<file path="src/rtl/serial_subtractor.sv">
// Bit-serial N-bit subtractor: result = inp1 - inp2 - bin, LSB first, start/done handshake.
// Define SERIAL_SUB_OVF_EN to add the registered signed-overflow output ovf.
module serial_subtractor #(
  parameter int N = 10
) (
  input  logic         clk,
  input  logic         rst,
  input  logic         start,
  input  logic [N-1:0] inp1,
  input  logic [N-1:0] inp2,
  input  logic         bin,
  output logic         busy,
  output logic         done,
  output logic [N-1:0] result,
  output logic         bout
`ifdef SERIAL_SUB_OVF_EN
  ,
  output logic         ovf
`endif
);

  localparam int CW = (N > 1) ? $clog2(N) : 1;
  localparam logic [CW-1:0] LAST = CW'(N - 1);

  typedef enum logic [1:0] {
    IDLE  = 2'd0,
    SHIFT = 2'd1,
    DONE  = 2'd2
  } state_t;

  function automatic logic diff_bit(input logic a, input logic b, input logic bi);
    return a ^ b ^ bi;
  endfunction

  function automatic logic borrow_bit(input logic a, input logic b, input logic bi);
    return (~a & b) | (~(a ^ b) & bi);
  endfunction

  state_t         state_r;
  state_t         next_state_s;
  logic [N-1:0]   a_r;
  logic [N-1:0]   b_r;
  logic           borrow_r;
  logic [CW-1:0]  cnt_r;
  logic [N-1:0]   diff_r;
  logic           busy_r;
  logic           done_r;
  logic [N-1:0]   result_r;
  logic           bout_r;
  logic           accept_s;
  logic           last_s;
  logic           d_s;
  logic           nb_s;
  logic [N-1:0]   diff_next_s;
  logic           busy_s;
  logic           done_s;
`ifdef SERIAL_SUB_OVF_EN
  logic           a_msb_r;
  logic           b_msb_r;
  logic           ovf_r;
`endif

  // Current bit's difference/borrow and the handshake qualifiers
  always_comb begin
    accept_s    = start & ((state_r == IDLE) || (state_r == DONE));
    last_s      = (cnt_r == LAST);
    d_s         = diff_bit(a_r[0], b_r[0], borrow_r);
    nb_s        = borrow_bit(a_r[0], b_r[0], borrow_r);
    diff_next_s = {d_s, diff_r[N-1:1]};
  end

  // State register
  always_ff @(posedge clk) begin
    if (rst) begin
      state_r <= IDLE;
    end else begin
      state_r <= next_state_s;
    end
  end

  // Next-state logic; DONE accepts a new start exactly like IDLE
  always_comb begin
    next_state_s = state_r;
    case (state_r)
      IDLE: begin
        if (start) begin
          next_state_s = SHIFT;
        end else begin
          next_state_s = IDLE;
        end
      end
      SHIFT: begin
        if (last_s) begin
          next_state_s = DONE;
        end else begin
          next_state_s = SHIFT;
        end
      end
      DONE: begin
        if (start) begin
          next_state_s = SHIFT;
        end else begin
          next_state_s = IDLE;
        end
      end
      default: begin
        next_state_s = IDLE;
      end
    endcase
  end

  // Output decode from the upcoming state so busy/done come straight off flops
  always_comb begin
    busy_s = 1'b0;
    done_s = 1'b0;
    case (next_state_s)
      IDLE: begin
        busy_s = 1'b0;
        done_s = 1'b0;
      end
      SHIFT: begin
        busy_s = 1'b1;
        done_s = 1'b0;
      end
      DONE: begin
        busy_s = 1'b0;
        done_s = 1'b1;
      end
      default: begin
        busy_s = 1'b0;
        done_s = 1'b0;
      end
    endcase
  end

  // Operand shift registers, borrow chain and bit counter
  always_ff @(posedge clk) begin
    if (rst) begin
      a_r      <= '0;
      b_r      <= '0;
      borrow_r <= 1'b0;
      cnt_r    <= '0;
      diff_r   <= '0;
`ifdef SERIAL_SUB_OVF_EN
      a_msb_r  <= 1'b0;
      b_msb_r  <= 1'b0;
`endif
    end else if (accept_s) begin
      a_r      <= inp1;
      b_r      <= inp2;
      borrow_r <= bin;
      cnt_r    <= '0;
`ifdef SERIAL_SUB_OVF_EN
      a_msb_r  <= inp1[N-1];
      b_msb_r  <= inp2[N-1];
`endif
    end else if (state_r == SHIFT) begin
      a_r      <= {1'b0, a_r[N-1:1]};
      b_r      <= {1'b0, b_r[N-1:1]};
      borrow_r <= nb_s;
      diff_r   <= diff_next_s;
      // Hold on the last bit so the counter never wraps when N is a power of two
      cnt_r    <= last_s ? cnt_r : cnt_r + CW'(1);
    end
  end

  // Registered handshake and result; result/bout only move on SHIFT->DONE
  always_ff @(posedge clk) begin
    if (rst) begin
      busy_r   <= 1'b0;
      done_r   <= 1'b0;
      result_r <= '0;
      bout_r   <= 1'b0;
`ifdef SERIAL_SUB_OVF_EN
      ovf_r    <= 1'b0;
`endif
    end else begin
      busy_r <= busy_s;
      done_r <= done_s;
      if ((state_r == SHIFT) && last_s) begin
        result_r <= diff_next_s;
        bout_r   <= nb_s;
`ifdef SERIAL_SUB_OVF_EN
        ovf_r    <= (a_msb_r ^ b_msb_r) & (a_msb_r ^ d_s);
`endif
      end
    end
  end

  assign busy   = busy_r;
  assign done   = done_r;
  assign result = result_r;
  assign bout   = bout_r;
`ifdef SERIAL_SUB_OVF_EN
  assign ovf    = ovf_r;
`endif

endmodule
</file>
<file path="config.mk">
export PLATFORM = sky130hd
export DESIGN_NAME = serial_subtractor
export DESIGN_NICKNAME = d
export VERILOG_FILES = /design/src/rtl/serial_subtractor.sv
export SDC_FILE = /design/constraint.sdc
export NUM_CORES = 1
export LEC_CHECK = 0
export ABC_AREA = 1
export CORE_MARGIN = 4
export CORE_UTILIZATION = 46
export CTS_CLUSTER_SIZE = 24
export DETAILED_ROUTE_END_ITERATION = 12
export GPL_TIMING_DRIVEN = 0
export PLACE_DENSITY = 0.71
export SLEW_MARGIN = 20
export SYNTH_ARGS = -nofsm -noshare
export SYNTH_HDL_FRONTEND = slang
export SYNTH_SLANG_ARGS = --single-unit
</file>
<file path="constraint.sdc">
create_clock -name clk -period 1.2 [get_ports clk]
set_input_delay 0.24 -clock clk [delete_from_list [all_inputs] [get_ports clk]]
set_output_delay 0.24 -clock clk [all_outputs]
set_load 0.01 [all_outputs]
</file>
==> metrics.cfg, run 1 <==
[floorplan]
ios=37
die_h_um=74.32
die_w_um=74.32
core.rowCount=23
dieArea_um2=5523
floorplan.initialDensity_pct=49.16
core_um2=4115

[clocking]
cts.sinks=49
root_buffer=clkbuf_8
hold_buffers=0
h-tree-depth=2
insertion_delay_ns=0.30
cts_buffers=5
clock_path_buffers=2
cts_tree=yes
clk_pin_slew_ns=0.10

[power_and_ir_drop]
p_sw_share_pct=25.33
pwr-share-comb_pct=14.0
switching_power_mw=0.8677
ir_drop_mv=0.7399
p_leak_nw=1.205
p_int_mw=2.558
p_seq_share_pct=51.4
p_per_area_nw_per_um2=1278
pwr-share-clk_pct=34.6

[finish]
final_nets=341
final_cells=365
areaGrowthSynthToFinish_pct=32.47
final_util_pct=65.13
drive_gt1_share_pct=21.27
num_antenna_cells=0

[setup_path]
cp_max_fo=5
critical_path_class=reg2reg
end_kind=register
critical-path-top-delay-family=flip-flops
crit_arrival_ns=1.42
critPathBufInv=3
reg2regPathDepth=9
crit_chain=inv_2 -> ha_4 -> nand2_2 -> nor2_2 -> nand2_2 -> inv_2 -> nand2_4 -> buf_6 -> o21ai_2
worstReg2RegEnd=result[6]
reg2reg_setup_slack_ns=0.03
setup.worst_path.start_class=register
critPathRequiredTime_ns=1.45
cpPeakStageDelay_ns=0.33
slowest_stage=dfxtp_2
timing.rr.start=cnt_r[1]

[placement]
gp_congestion=0.7687
dp_hpwl_mm=2.848
port_buffers=35
dp.cells=351

[logic_synthesis]
yosys.cell_types.count=21
synth_largest_area_cell=dfxtp_1
synth.yosys.warnings=0
avgSynthCellArea_um2=7.606
syn-cell-area_um2=2023
postSynthCellCount=266
synth_top_area_share_pct=48.48
synthTopCellsByArea=dfxtp_1, nand2_1, a21oi_1, nor2_1, inv_1
synth_seq_cells=49
ys_seq_area_share_pct=48.48
syn-num-nets=293

[worst_hold_path]
min_to=b_r[9]
hold_path_depth=2
hold_class=in2reg
hold_start=rst

[grt]
track_usage_pct=16.56
antenna_found_initial=0
grt_pass1_vias=1609
grt_max_degree=17
grt_overflow=0
grt_pass1_wl_mm=7.224

[routing]
vias=1738
wire_per_inst_um=11.22
dr.pass1.iters=4
drcViolationCount=0
viasPerCell=4.762
drtAntennaViolNets=0
drtIter0Drc=72
routed_wl_mm=4.095

[sta]
rsz0062_at_grt=yes
max_freq_ghz=0.8530
final_max_slew_viol_count=0
period_share_pct=97.69
hold_viol_final=0
worstMarginPinSlew_ns=0.4975
setup_violations=0
fin_crit_ns=1.172
relSlewSlack_pct=66.83
clock_skew_ns=0.007166

[outcome]
outcome=finished clean

[run]
drv_cap=0

==> power groups by stage <==
stage / sequential (mW) / clock [mW] / combinational (mW)
finish: 1.76 / 1.19 / 0.479
floorplan: 1.78 / 0 / 0.288
CTS: 1.75 / 1.21 / 0.461
global route: 1.77 / 1.28 / 0.547
detailed placement: 1.79 / 0 / 0.437
global placement: 1.79 / 0 / 0.429
==> worst max path at each step <==
stage | to | startpoint | slack, ns | depth (start not counted)
after global routing | result[1] | cnt_r[1] | -0.07 | 9
final | result[6] | cnt_r[1] | 0.03 | 9
after global placement | b_r[5] | start | -0.39 | 8
after floorplan | bout | cnt_r[0] | 0.03 | 8
after detailed placement | a_r[0] | start | -0.41 | 8
after CTS | result[6] | cnt_r[1] | 0.002 | 9
==> cells in the final DEF, fill, tap and decap left out, types with 2 or more instances in the layout <==
cell / count
a21oi_1: 27
dlygate4sd2_1: 11
o21ai_1: 2
nand2_1: 69
nand3_1: 12
clkbuf_1: 2
dfxtp_2: 6
a21oi_2: 4
o21ai_0: 9
inv_1: 17
nor2_2: 3
buf_6: 7
nand2_4: 2
clkdlybuf4s15_1: 2
buf_4: 8
o21ai_2: 9
clkdlybuf4s50_1: 21
nor2_1: 29
dfxtp_1: 42
inv_2: 6
nand2_2: 5
buf_2: 3
clkbuf_8: 5
==> final cells by class <==
type	count	area, µm²
Buffer	14	115.1
Clock buffer	5	68.82
Clock inverter	3	46.29
Fill cell	374	1435
Inverter	24	92.59
Multi-Input combinational cell	179	917.1
Sequential cell	49	992.2
Tap cell	50	62.56
Timing Repair Buffer	41	385.4
==> repair_timing <==
item | in CTS | in global routing
gates cloned | 1 | 1
endpoints found under the hold margin | 0 | 0
buffers inserted | 4 | 0
gates resized for setup | 30 | 26
setup endpoints to repair | 50 | 40
pin swaps | 3 | 6
==> sequential cells by signal, summed over array words and instances, names as in the netlist <==
| register | flops |
|---|---|
| cnt_r | 4 |
| diff_r | 9 |
| a_r | 10 |
| b_r | 10 |
| borrow_r | 1 |
| done | 1 |
| state_r | 2 |
| bout | 1 |
| busy | 1 |
| result | 10 |
==> synthesized netlist by cell type <==
library cell  number
nand4_1            1
buf_6              3
inv_1             20
a21oi_2            2
nand2_2            3
buf_4              4
dfxtp_1           49
o21ai_0           12
buf_2              5
inv_2              4
nand2_1           73
nor2_8             1
nand3_1           12
a21oi_1           29
clkbuf_1           2
o21ai_2            8
nor2_1            33
a211oi_1           1
fa_1               1
a21boi_1           1
ha_1               2
==> per-layer routing <==
layer  vias up  global-route usage [%]  wire, µm
met5         -                       0         0
met4         0                   4.743        44
met3         5                   3.784       180
met2        34                   28.64      1961
met1       767                   20.70      1908
li1        932                       -         -
==> worst reg2reg max path: stages (launching register included) <==
cell and delay (ns):
dfxtp_2 0.33, inv_2 0.06, ha_4 0.13, nand2_2 0.05, nor2_2 0.09, nand2_2 0.09
inv_2 0.08, nand2_4 0.06, buf_6 0.13, o21ai_2 0.10
==> cell families after synthesis <==
kind of cell             after synthesis  synth area share, %
AND/OR/NAND/NOR                      123                24.86
AO/OA/AOI/OAI                         53                15.21
flip-flops                            49                48.48
buffers and inverters                 38                9.214
adder cells (fa/ha/maj)                3                2.226
==> metrics by stage <==
step / setup TNS [ns] / setup WS [ns] / hold slack, ns / instance area, µm² / total power [mW]
5_1_grt: -0.8086 / -0.06764 / 0.1940 / 2680 / 3.600
4_1_cts: 0 / 0.002391 / 0.1844 / 2610 / 3.424
3_3_place_gp: -9.161 / -0.3904 / 0.4596 / 2436 / 2.217
6_report: 0 / 0.02769 / 0.1906 / 2680 / 3.426
2_1_floorplan: 0 / 0.02659 / 0.3996 / 2023 / 2.071
3_5_place_dp: -9.529 / -0.4101 / 0.4639 / 2436 / 2.228
No activity file was read; power rests on OpenSTA's default activity.
==> inputs of run 2 (changes only) <==
--- a/config.mk
+++ b/config.mk
@@ -10,6 +10,7 @@
 export CORE_UTILIZATION = 46
 export CTS_CLUSTER_SIZE = 24
 export DETAILED_ROUTE_END_ITERATION = 12
+export GPL_ROUTABILITY_DRIVEN = 0
 export GPL_TIMING_DRIVEN = 0
 export PLACE_DENSITY = 0.71
 export SLEW_MARGIN = 20
==> results of run 2 <==
No change in the layout: final DEF, timing and power equal those of run 1.
==> edit: new RTL, config.mk and constraints of run 2 <==
`N`: 10 -> 11.
--- a/src/rtl/serial_subtractor.sv
+++ b/src/rtl/serial_subtractor.sv
@@ -3,3 +3,3 @@
 module serial_subtractor #(
-  parameter int N = 10
+  parameter int N = 11
 ) (
Interface: changed (resized inp1, inp2 and result); port bits go from 37 to 40. The function was not compared with the original's and may differ.
==> edit against run 2 <==
- the run now ends with negative setup slack left
- final cell count up 6.6%
- power up 13%
- setup slack got worse by 0.13 ns
- routed wire length rose by 17%
- synthesized area up 5.1%
- count of clock-buffer cells in the layout stayed put
- sequential cell count rose by 4
- non-clock buffer count rose by 8
- design area increased by 11%
- critical path type unchanged
==> edit: results (changes against run 2) <==
Worst-Margin Slew = 0.445 ns (-0.0525 ns)
Met2 Wirelength = 2420 um (+24%)
Synth top cells by count = nand2_1 (81), dfxtp_1 (53), a21oi_1 (37)
final net count = 365 (+7.0%)
Detailed Route Iter0 Violations = 155 (+120%)
Layout Skew = 0.0124 ns (+0.00527 ns)
syn nets = 310 (+5.8%)
grt total ovfl = 0 (unchanged)
leak pwr = 1.30 nW (+7.6%)
synth top area cells = dfxtp_1 (50%), nand2_1 (14%), a21oi_1 (8.7%)
share of post-route cells with drive strength above 1 = 23.7% (+2.5 points)
Ys Warns = 0 (unchanged)
first-pass GRT wire length = 7850 um (+8.7%)
clk_lat worst skew = 0.32 ns (+0.02 ns)
dpl hpwl = 2970 um (+4.3%)
DR vias/cell = 4.95 (+3.9%)
met3 routed WL = 221 um (+23%)
VDD IR max = 763 uV (+3.1%)
largest net degree at the start of global routing = 18 (+1)
GRT Util Overall = 16.5% (-0.083 points)
Place WS = -0.459 ns (-0.0488 ns)
register area share after synthesis = 49.9% (+1.4 points)
outcome = complete, but fails checks
hold_ws = 0.204 ns (+0.0130 ns)
Critical Path AT = 1.52 ns (+0.10 ns)
number of global-route vias before repair = 1811 (+13%)
failing checks = negative setup slack
Clock Tree Root = clkbuf_8
max layer used = met4
port bufs = 38 (+8.6%)
distinct cell type count after synthesis = 23 (+9.5%)
PnR worst setup slack = -0.101 ns (-0.128 ns)
fillers = 398 (+6.4%)
Setup-failing EPs final = 21 (+21)
Final Routed Wirelength = 4810 um (+17%)
==> edit: cell types whose count changed after synthesis, sizes merged <==
cell           run 2  this run
clkbuf             2         3
nand3             12        11
dfxtp             49        53
nor2              34        32
a21oi             31        37
xor2               0         1
inv               24        22
o21ai             20        23
nand2             76        82
a21boi             1         0
==> edit: kinds of logic after synthesis <==
family / synth area share, %
AND/OR/NAND/NOR: 23.6
AO/OA/AOI/OAI: 15.9
flip-flops: 49.9
adder cells (fa/ha/maj): 2.12
buffers and inverters: 8.06
XOR/XNOR: 0.412
==> edit: critical path: stages (launching register included) <==
cell     delay, ns
dfxtp_2       0.34
inv_2         0.08
ha_4          0.14
nand2_4       0.06
nor2_4        0.12
nand2_4       0.08
buf_6         0.14
buf_6         0.13
nand3_2       0.06
o21ai_2       0.05
==> edit: final timing paths <==
kind / from / endpoint / cells past startpoint
setup / recovery: cnt_r[0] / result[7] / 9
hold / removal: rst / b_r[0] / 2
hold reg to reg: a_r[10] / a_r[10] / 2
setup reg to reg: cnt_r[0] / result[7] / 9
==> edit: repair_timing <==
item | in CTS | in global routing
resized for setup | 40 | 45
buffers inserted | 6 | 2
pin swaps | 1 | 10
setup endpoints to repair | 54 | 50
gates cloned | 2 | 0
==> edit: layer usage <==
| metal | track usage [%] | up-vias |
|---|---|---|
| met2 | 28.4 | 39 |
| met3 | 4.61 | 6 |
| li1 | - | 1001 |
| met1 | 19.1 | 879 |
| met5 | 0 | - |
| met4 | 6.58 | 0 |
==> edit: layout make-up <==
cell class                 instances  area, um^2  area share, %
inverter                          22        85.1           2.87
timing repair buffer              48         465           15.7
sequential                        53        1070           36.0
buffer                            15         106           3.59
tap                               52        65.1           2.19
clock inverter                     3        68.8           2.32
clock buffer                       5        68.8           2.32
multi-input combinational        191        1040           35.0
==> edit: power by group <==
part	switching [mW]	leakage, nW	internal, mW
Clock	0.620	0.0687	0.840
Sequential	0.0501	0.435	1.85
Combinational	0.273	0.793	0.222
Total	0.942	1.30	2.91
==> edit: stage by stage <==
| stage | util, % | setup TNS [ns] | power (mW) | instance area (um^2) | instances |
|---|---|---|---|---|---|
| floorplan | - | 0 | 2.21 | 2130 | 281 |
| global placement | 58.3 | -9.83 | 2.37 | 2570 | 371 |
| detailed placement | 58.3 | -10.69 | 2.38 | 2570 | 371 |
| CTS | 64.7 | -1.11 | 3.83 | 2860 | 387 |
| global route | 67.2 | -3.70 | 4.01 | 2970 | 389 |
| finish | 67.2 | -1.22 | 3.86 | 2970 | 389 |
